[src/rtl/pwm_pkg.sv]
// Shared types and helpers for the multi-channel LED PWM dimmer.
package pwm_pkg;

  typedef enum logic {
    BR_RISE = 1'b0,
    BR_FALL = 1'b1
  } breathe_state_t;

  // Phase offset for channel ch: ch * floor((2^res - 1) / num_ch)
  function automatic int unsigned stagger_offset(input int unsigned ch,
                                                 input int unsigned num_ch,
                                                 input int unsigned res);
    return ch * (((32'd1 << res) - 32'd1) / num_ch);
  endfunction

endpackage

[src/rtl/pwm_channel.sv]
// One PWM channel: shadowed duty (pending/active), breathe FSM, offset compare
// and registered output. OFFSET is 0 unless the top enables phase staggering.
module pwm_channel
  import pwm_pkg::*;
#(
  parameter int unsigned RES    = 8,
  parameter int unsigned OFFSET = 0
) (
  input  logic           clk,
  input  logic           rst,
  input  logic           i_boundary,
  input  logic           i_we,
  input  logic [RES-1:0] i_val,
  input  logic           i_mode,
  input  logic [RES-1:0] i_cnt,
  output logic           o_out
);

  localparam int unsigned    PERIOD = (1 << RES) - 1;
  localparam int unsigned    SUM_W  = RES + 1;
  localparam logic [RES:0]   OFF_W  = SUM_W'(OFFSET);
  localparam logic [RES:0]   PER_W  = SUM_W'(PERIOD);

  logic [RES-1:0] r_pending;
  logic [RES-1:0] r_active;
  logic [RES-1:0] w_active_nxt;
  logic [RES-1:0] w_cmp;
  logic [RES:0]   w_sum;
  logic [RES:0]   w_wrap;
  logic           r_out;

  breathe_state_t r_state;
  breathe_state_t w_state_nxt;

  always_ff @(posedge clk) begin
    if (rst) begin
      r_pending <= '0;
    end else if (i_we) begin
      r_pending <= i_val;
    end
  end

  // Breathe FSM: state register
  always_ff @(posedge clk) begin
    if (rst) begin
      r_state <= BR_RISE;
    end else if (i_boundary) begin
      r_state <= w_state_nxt;
    end
  end

  // Breathe FSM: next state; static mode parks the FSM in RISE
  always_comb begin
    w_state_nxt = r_state;
    if (!i_mode) begin
      w_state_nxt = BR_RISE;
    end else begin
      case (r_state)
        BR_RISE: if (!(r_active < r_pending)) w_state_nxt = BR_FALL;
        BR_FALL: if (r_active == '0)          w_state_nxt = BR_RISE;
        default: w_state_nxt = BR_RISE;
      endcase
    end
  end

  // Breathe FSM: output (next active duty); the turn-around period holds active
  always_comb begin
    w_active_nxt = r_active;
    if (!i_mode) begin
      w_active_nxt = r_pending;
    end else begin
      case (r_state)
        BR_RISE: if (r_active < r_pending) w_active_nxt = r_active + RES'(1);
        BR_FALL: if (r_active != '0)       w_active_nxt = r_active - RES'(1);
        default: w_active_nxt = r_active;
      endcase
    end
  end

  always_ff @(posedge clk) begin
    if (rst) begin
      r_active <= '0;
    end else if (i_boundary) begin
      r_active <= w_active_nxt;
    end
  end

  // (cnt + OFFSET) mod PERIOD with a single conditional subtract
  always_comb begin
    w_sum  = {1'b0, i_cnt} + OFF_W;
    w_wrap = w_sum - PER_W;
    w_cmp  = (w_sum >= PER_W) ? w_wrap[RES-1:0] : w_sum[RES-1:0];
  end

  always_ff @(posedge clk) begin
    if (rst) begin
      r_out <= 1'b0;
    end else begin
      r_out <= (w_cmp < r_active);
    end
  end

  assign o_out = r_out;

endmodule

[src/rtl/pwm_multi_dimmer.sv]
// Multi-channel LED PWM dimmer: shared prescaler/period counter, per-channel
// shadowed duty and breathe mode. Define PWM_PHASE_STAGGER_EN to stagger channel phases.
module pwm_multi_dimmer
  import pwm_pkg::*;
#(
  parameter  int unsigned NUM_CH   = 4,
  parameter  int unsigned RES      = 8,
  parameter  int unsigned PRESCALE = 16,
  localparam int unsigned CH_W     = (NUM_CH > 1) ? $clog2(NUM_CH) : 1
) (
  input  logic              clk,
  input  logic              rst,
  input  logic              duty_we,
  input  logic [CH_W-1:0]   duty_ch,
  input  logic [RES-1:0]    duty_val,
  input  logic [NUM_CH-1:0] mode,
  output logic [NUM_CH-1:0] out,
  output logic              period_start
);

  localparam int unsigned    PRE_W    = (PRESCALE > 1) ? $clog2(PRESCALE) : 1;
  localparam logic [PRE_W-1:0] PRE_LAST = PRE_W'(PRESCALE - 1);
  localparam int unsigned    PERIOD   = (1 << RES) - 1;
  localparam logic [RES-1:0] CNT_LAST = RES'(PERIOD - 1);

  logic [PRE_W-1:0]  r_pre;
  logic [RES-1:0]    r_cnt;
  logic              r_period_start;
  logic              w_tick;
  logic              w_boundary;
  logic [NUM_CH-1:0] w_we;
  logic [NUM_CH-1:0] w_out;

  assign w_tick     = (r_pre == PRE_LAST);
  assign w_boundary = w_tick && (r_cnt == CNT_LAST);

  always_ff @(posedge clk) begin
    if (rst) begin
      r_pre <= '0;
    end else if (w_tick) begin
      r_pre <= '0;
    end else begin
      r_pre <= r_pre + PRE_W'(1);
    end
  end

  always_ff @(posedge clk) begin
    if (rst) begin
      r_cnt <= '0;
    end else if (w_boundary) begin
      r_cnt <= '0;
    end else if (w_tick) begin
      r_cnt <= r_cnt + RES'(1);
    end
  end

  always_ff @(posedge clk) begin
    if (rst) begin
      r_period_start <= 1'b0;
    end else begin
      r_period_start <= w_boundary;
    end
  end

  for (genvar i = 0; i < NUM_CH; i++) begin : g_ch
`ifdef PWM_PHASE_STAGGER_EN
    localparam int unsigned OFF = stagger_offset(i, NUM_CH, RES);
`else
    localparam int unsigned OFF = 0;
`endif
    // Out-of-range channel numbers match no channel
    assign w_we[i] = duty_we && (duty_ch == CH_W'(i));

    pwm_channel #(
      .RES    (RES),
      .OFFSET (OFF)
    ) u_ch (
      .clk        (clk),
      .rst        (rst),
      .i_boundary (w_boundary),
      .i_we       (w_we[i]),
      .i_val      (duty_val),
      .i_mode     (mode[i]),
      .i_cnt      (r_cnt),
      .o_out      (w_out[i])
    );
  end

  assign out          = w_out;
  assign period_start = r_period_start;

endmodule

[config.mk]
export PLATFORM = sky130hd
export DESIGN_NAME = pwm_multi_dimmer
export DESIGN_NICKNAME = d
export VERILOG_FILES = /design/src/rtl/pwm_pkg.sv /design/src/rtl/pwm_channel.sv /design/src/rtl/pwm_multi_dimmer.sv
export SDC_FILE = /design/constraint.sdc
export NUM_CORES = 1
export LEC_CHECK = 0
export ABC_AREA = 1
export BUFFER_PORTS_ARGS = -buffer_cell sky130_fd_sc_hd__buf_2
export CORE_UTILIZATION = 60
export CTS_CLUSTER_DIAMETER = 120
export CTS_CLUSTER_SIZE = 40
export DETAILED_ROUTE_END_ITERATION = 16
export HOLD_SLACK_MARGIN = 0.1
export PLACE_DENSITY_LB_ADDON = 0.05
export SLEW_MARGIN = 10
export SYNTH_ARGS = -nofsm -noshare
export SYNTH_HDL_FRONTEND = slang
export SYNTH_SLANG_ARGS = --single-unit
[constraint.sdc]
create_clock -name clk -period 2.7 [get_ports clk]
set_clock_uncertainty 0.05 [all_clocks]
set_input_delay 0.405 -clock clk [delete_from_list [all_inputs] [get_ports clk]]
set_output_delay 0.405 -clock clk [all_outputs]
set_load 0.005 [all_outputs]
==> run_results.csv <==
group,metric,value,unit
floorplan,rows,37,
clock_network,clk_latency,370,ps
clock_network,cts-root-buf,"clkbuf_8",
yosys,yosys_warnings,0,
finish,nFillCells,968,
setup_path,cp_top_family,"compound AO/OA/AOI/OAI gates",
power,seqPwrFrac,51.5,%
sta,fin_ws,441.4,ps
setup_path,cp-start-kind,"flip-flop",
global_route,grt_util_met2,52.03,%
yosys,syn_nets,1052,
global_route,gr-total-overflow,0,
yosys,syn_area_per_cell,6.633,sq um
setup_path,critical_path_buf_inv_count,1,
setup_path,path_cells,"ha_1 > inv_1 > nor2_1 > nand2_1 > o21ai_0 > ha_1 > nand2_1 > nand2_1 > nand3_1 > nand2_1 > a21oi_1",
route,drtIter0Drc,363,
power,combPwrFrac,9.0,%
setup_path,crit_fanout,5,
yosys,ys_seq_elements,85,
place,port_buffers,21,
global_route,grt_max_degree,29,
sta,period_needed,2259,ps
setup_path,crit_path_frequent_cell,"nand2_1",
power,clkPwrFrac,39.5,%
clock_network,clockBufferDepth,2,
floorplan,start_util,61.47,%
floorplan,ios,22,
clock_network,ctsHoldBuffers,0,
setup_path,slowest_stage,"o21ai_0",
sta,slew_violations,0,
place,dp_hpwl,11980,um
sta,relSlewSlack,54.24,%
min_path,hold_path.class,"in -> reg",
global_route,grt_pass1_wl,26630,um
clock_network,clock-sinks,85,
finish,diodes,0,
clock_network,cts_resized,0,
finish,final_common_cell,"nand2_1",
sta,rsz0062_at_grt,"no",
place,place_ws,520.3,ps
yosys,synth_ff_type,"dfxtp_1",
place,postPlaceCellArea,0.006480,sq mm
floorplan,dieArea,0.01089,sq mm
sta,setup_violations,0,
floorplan,die_h,104.4,um
finish,area_growth_syn_to_layout,6.347,%
route,wire_per_inst,14.28,um
yosys,synthCells,948,
route,avgViaCountPerCell,5.526,
route,vias,6095,
job,cap_violations,0,
floorplan,fp.dieW,104.4,um
yosys,async_reset_ff_share,0,%
finish,final_cell_mix,"229 x nand2_1, 135 x inv_1, 96 x nor2_1, 96 x a21oi_1, 85 x dfxtp_1",
floorplan,coreArea,0.01023,sq mm
power,p_sw_share,25.48,%
yosys,seq_area_frac_synth,27.06,%
yosys,synth.distinct_cells,33,
power,p_switching,640.6,uW
clock_network,cts_tree,"built",
global_route,grtUsageTotal,30.40,%
yosys,synth-edff-count,0,
global_route,antenna_found_initial,0,
min_path,min_from,"duty_val[0]",
sta,fmax,442.7,MHz
global_route,grt_pass1_vias,5779,
sta,fin_crit_sh,83.65,%
power,peakVddDrop,285.5,uV
finish,drive_gt1_share,5.067,%
setup_path,r2r_cells,11,
sta,tightest_slew,683.9,ps
route,drt_pre_antenna_iters,5,
sta,tns,0,ps
global_route,met1_usage,38.09,%
finish,final_cells,1103,
finish,post-route-cell-area,0.006688,sq mm
route,routed_wl,15750,um
setup_path,crit_required,2940,ps
power,powerDensity,375.9,mW/mm^2
yosys,syn_area,0.006289,sq mm
global_route,busiest_layer,"met2",
place,gp_congestion,0.9592,
setup_path,rrSetupSlack,440,ps
min_path,min_to,"g_ch[1].u_ch.r_pending[0]",
sta,hold_viol,0,
power,p_leak,0.003277,uW
setup_path,critPathMaxStageDelay,480,ps
clock_network,h-tree-depth,3,
setup_path,worst_setup_path_end_kind,"flip-flop",
clock_network,cts_setup_buffers,0,
clock_network,clk_pin_slew,90,ps
place,dp_cells,1087,
finish,nNetsFinal,1066,
global_route,groute.layer.met3.usage,3.258,%
route,postRouteAntennaNets,0,
clock_network,numCtsBuffers,9,
min_path,hold_depth,3,
setup_path,r2r-start,"r_cnt[1]",
power,internal_power,1873,uW
status,status,"finished, final reports clean",
setup_path,r2r-end,"g_ch[1].u_ch.o_out",
setup_path,worstPathArrival,2500,ps
route,drc_errors,0,
setup_path,crit_type,"reg -> reg",
## how the worst max path moves through the flow
| stage | from | end | slack (ps) | cells after the start |
|---|---|---|---|---|
| finish | r_cnt[1] | g_ch[1].u_ch.o_out | 440 | 11 |
| global route | r_cnt[1] | g_ch[3].u_ch.o_out | 230 | 11 |
| CTS | r_cnt[1] | g_ch[1].u_ch.o_out | 480 | 11 |
| detailed placement | r_cnt[1] | g_ch[1].u_ch.o_out | 520 | 11 |
| global placement | r_cnt[1] | g_ch[2].u_ch.o_out | 650 | 11 |
| floorplan | g_ch[3].u_ch.r_state | g_ch[3].u_ch.r_active[6] | 780 | 11 |
## power by group through the flow
| stage | logic [uW] | clock network, uW | registers [uW] |
|---|---|---|---|
| 6_report | 227 | 992 | 1290 |
| 5_1_grt | 261 | 1050 | 1300 |
| 4_1_cts | 227 | 999 | 1290 |
| 3_3_place_gp | 221 | 0 | 1320 |
| 2_1_floorplan | 159 | 0 | 1320 |
| 3_5_place_dp | 226 | 0 | 1320 |
## registers in the layout (all words and copies together) (netlist names)
register / cells
g_ch.u_ch.r_active: 32
g_ch.u_ch.r_pending: 32
r_cnt: 8
r_pre: 4
g_ch.u_ch.r_state: 4
period_start: 1
g_ch.u_ch.o_out: 4
## cell families after synthesis
kind of cell,after synthesis,share of synthesized area [%]
flops,85,27.06
simple gates,416,27.68
fa+ha+maj,87,17.79
xor+xnor,13,1.811
buf+inv,158,9.869
compound gates,189,15.80
## metrics by stage
| step | utilization, % | hold WS (ps) | power (uW) |
|---|---|---|---|
| after floorplan | - | 367.6 | 1480 |
| after global placement | 63.34 | 382.3 | 1544 |
| after detailed placement | 63.34 | 402.5 | 1550 |
| after CTS | 65.37 | 321.1 | 2520 |
| after global routing | 65.37 | 323.8 | 2606 |
| final | 65.37 | 316.7 | 2514 |
## area by class of cell
cell class	count	area, sq um	share of cell area [%]
clock buffers	12	135.1	2.021
clock inverters	4	72.57	1.085
inverters	137	514.2	7.689
multi-input cells	705	3966	59.31
flip-flops and latches	85	1702	25.44
well taps	136	170.2	2.544
repair buffers	24	127.6	1.908
## per-layer routing
layer | vias up | share of wire [%]
li1 | 3110 | -
met1 | 2801 | 45
met2 | 143 | 47
met3 | 41 | 4.6
met4 | 0 | 3.2
met5 | - | 0
## tightest hold or removal path, cell delays in order
cell and delay, ps:
buf_2 150, nor2_1 60, nor2_1 80
## Yosys cell counts (3+ instances only)
| cell type | instances | share of area, % |
|---|---|---|
| nand4_1 | 6 | 0.60 |
| nor3_1 | 6 | 0.48 |
| ha_1 | 83 | 17 |
| a21o_1 | 3 | 0.36 |
| nand2_1 | 229 | 14 |
| nor2_1 | 96 | 5.7 |
| buf_4 | 4 | 0.48 |
| nand3_1 | 61 | 4.9 |
| nand3b_1 | 7 | 0.84 |
| xor2_1 | 5 | 0.70 |
| xnor2_1 | 8 | 1.1 |
| nand2_2 | 3 | 0.30 |
| fa_1 | 4 | 1.3 |
| a21oi_1 | 96 | 7.6 |
| dfxtp_1 | 85 | 27 |
| o211ai_1 | 4 | 0.48 |
| clkbuf_1 | 13 | 0.78 |
| o21ai_0 | 80 | 6.4 |
| inv_1 | 135 | 8.1 |
Power figures use the tool's default switching activity.
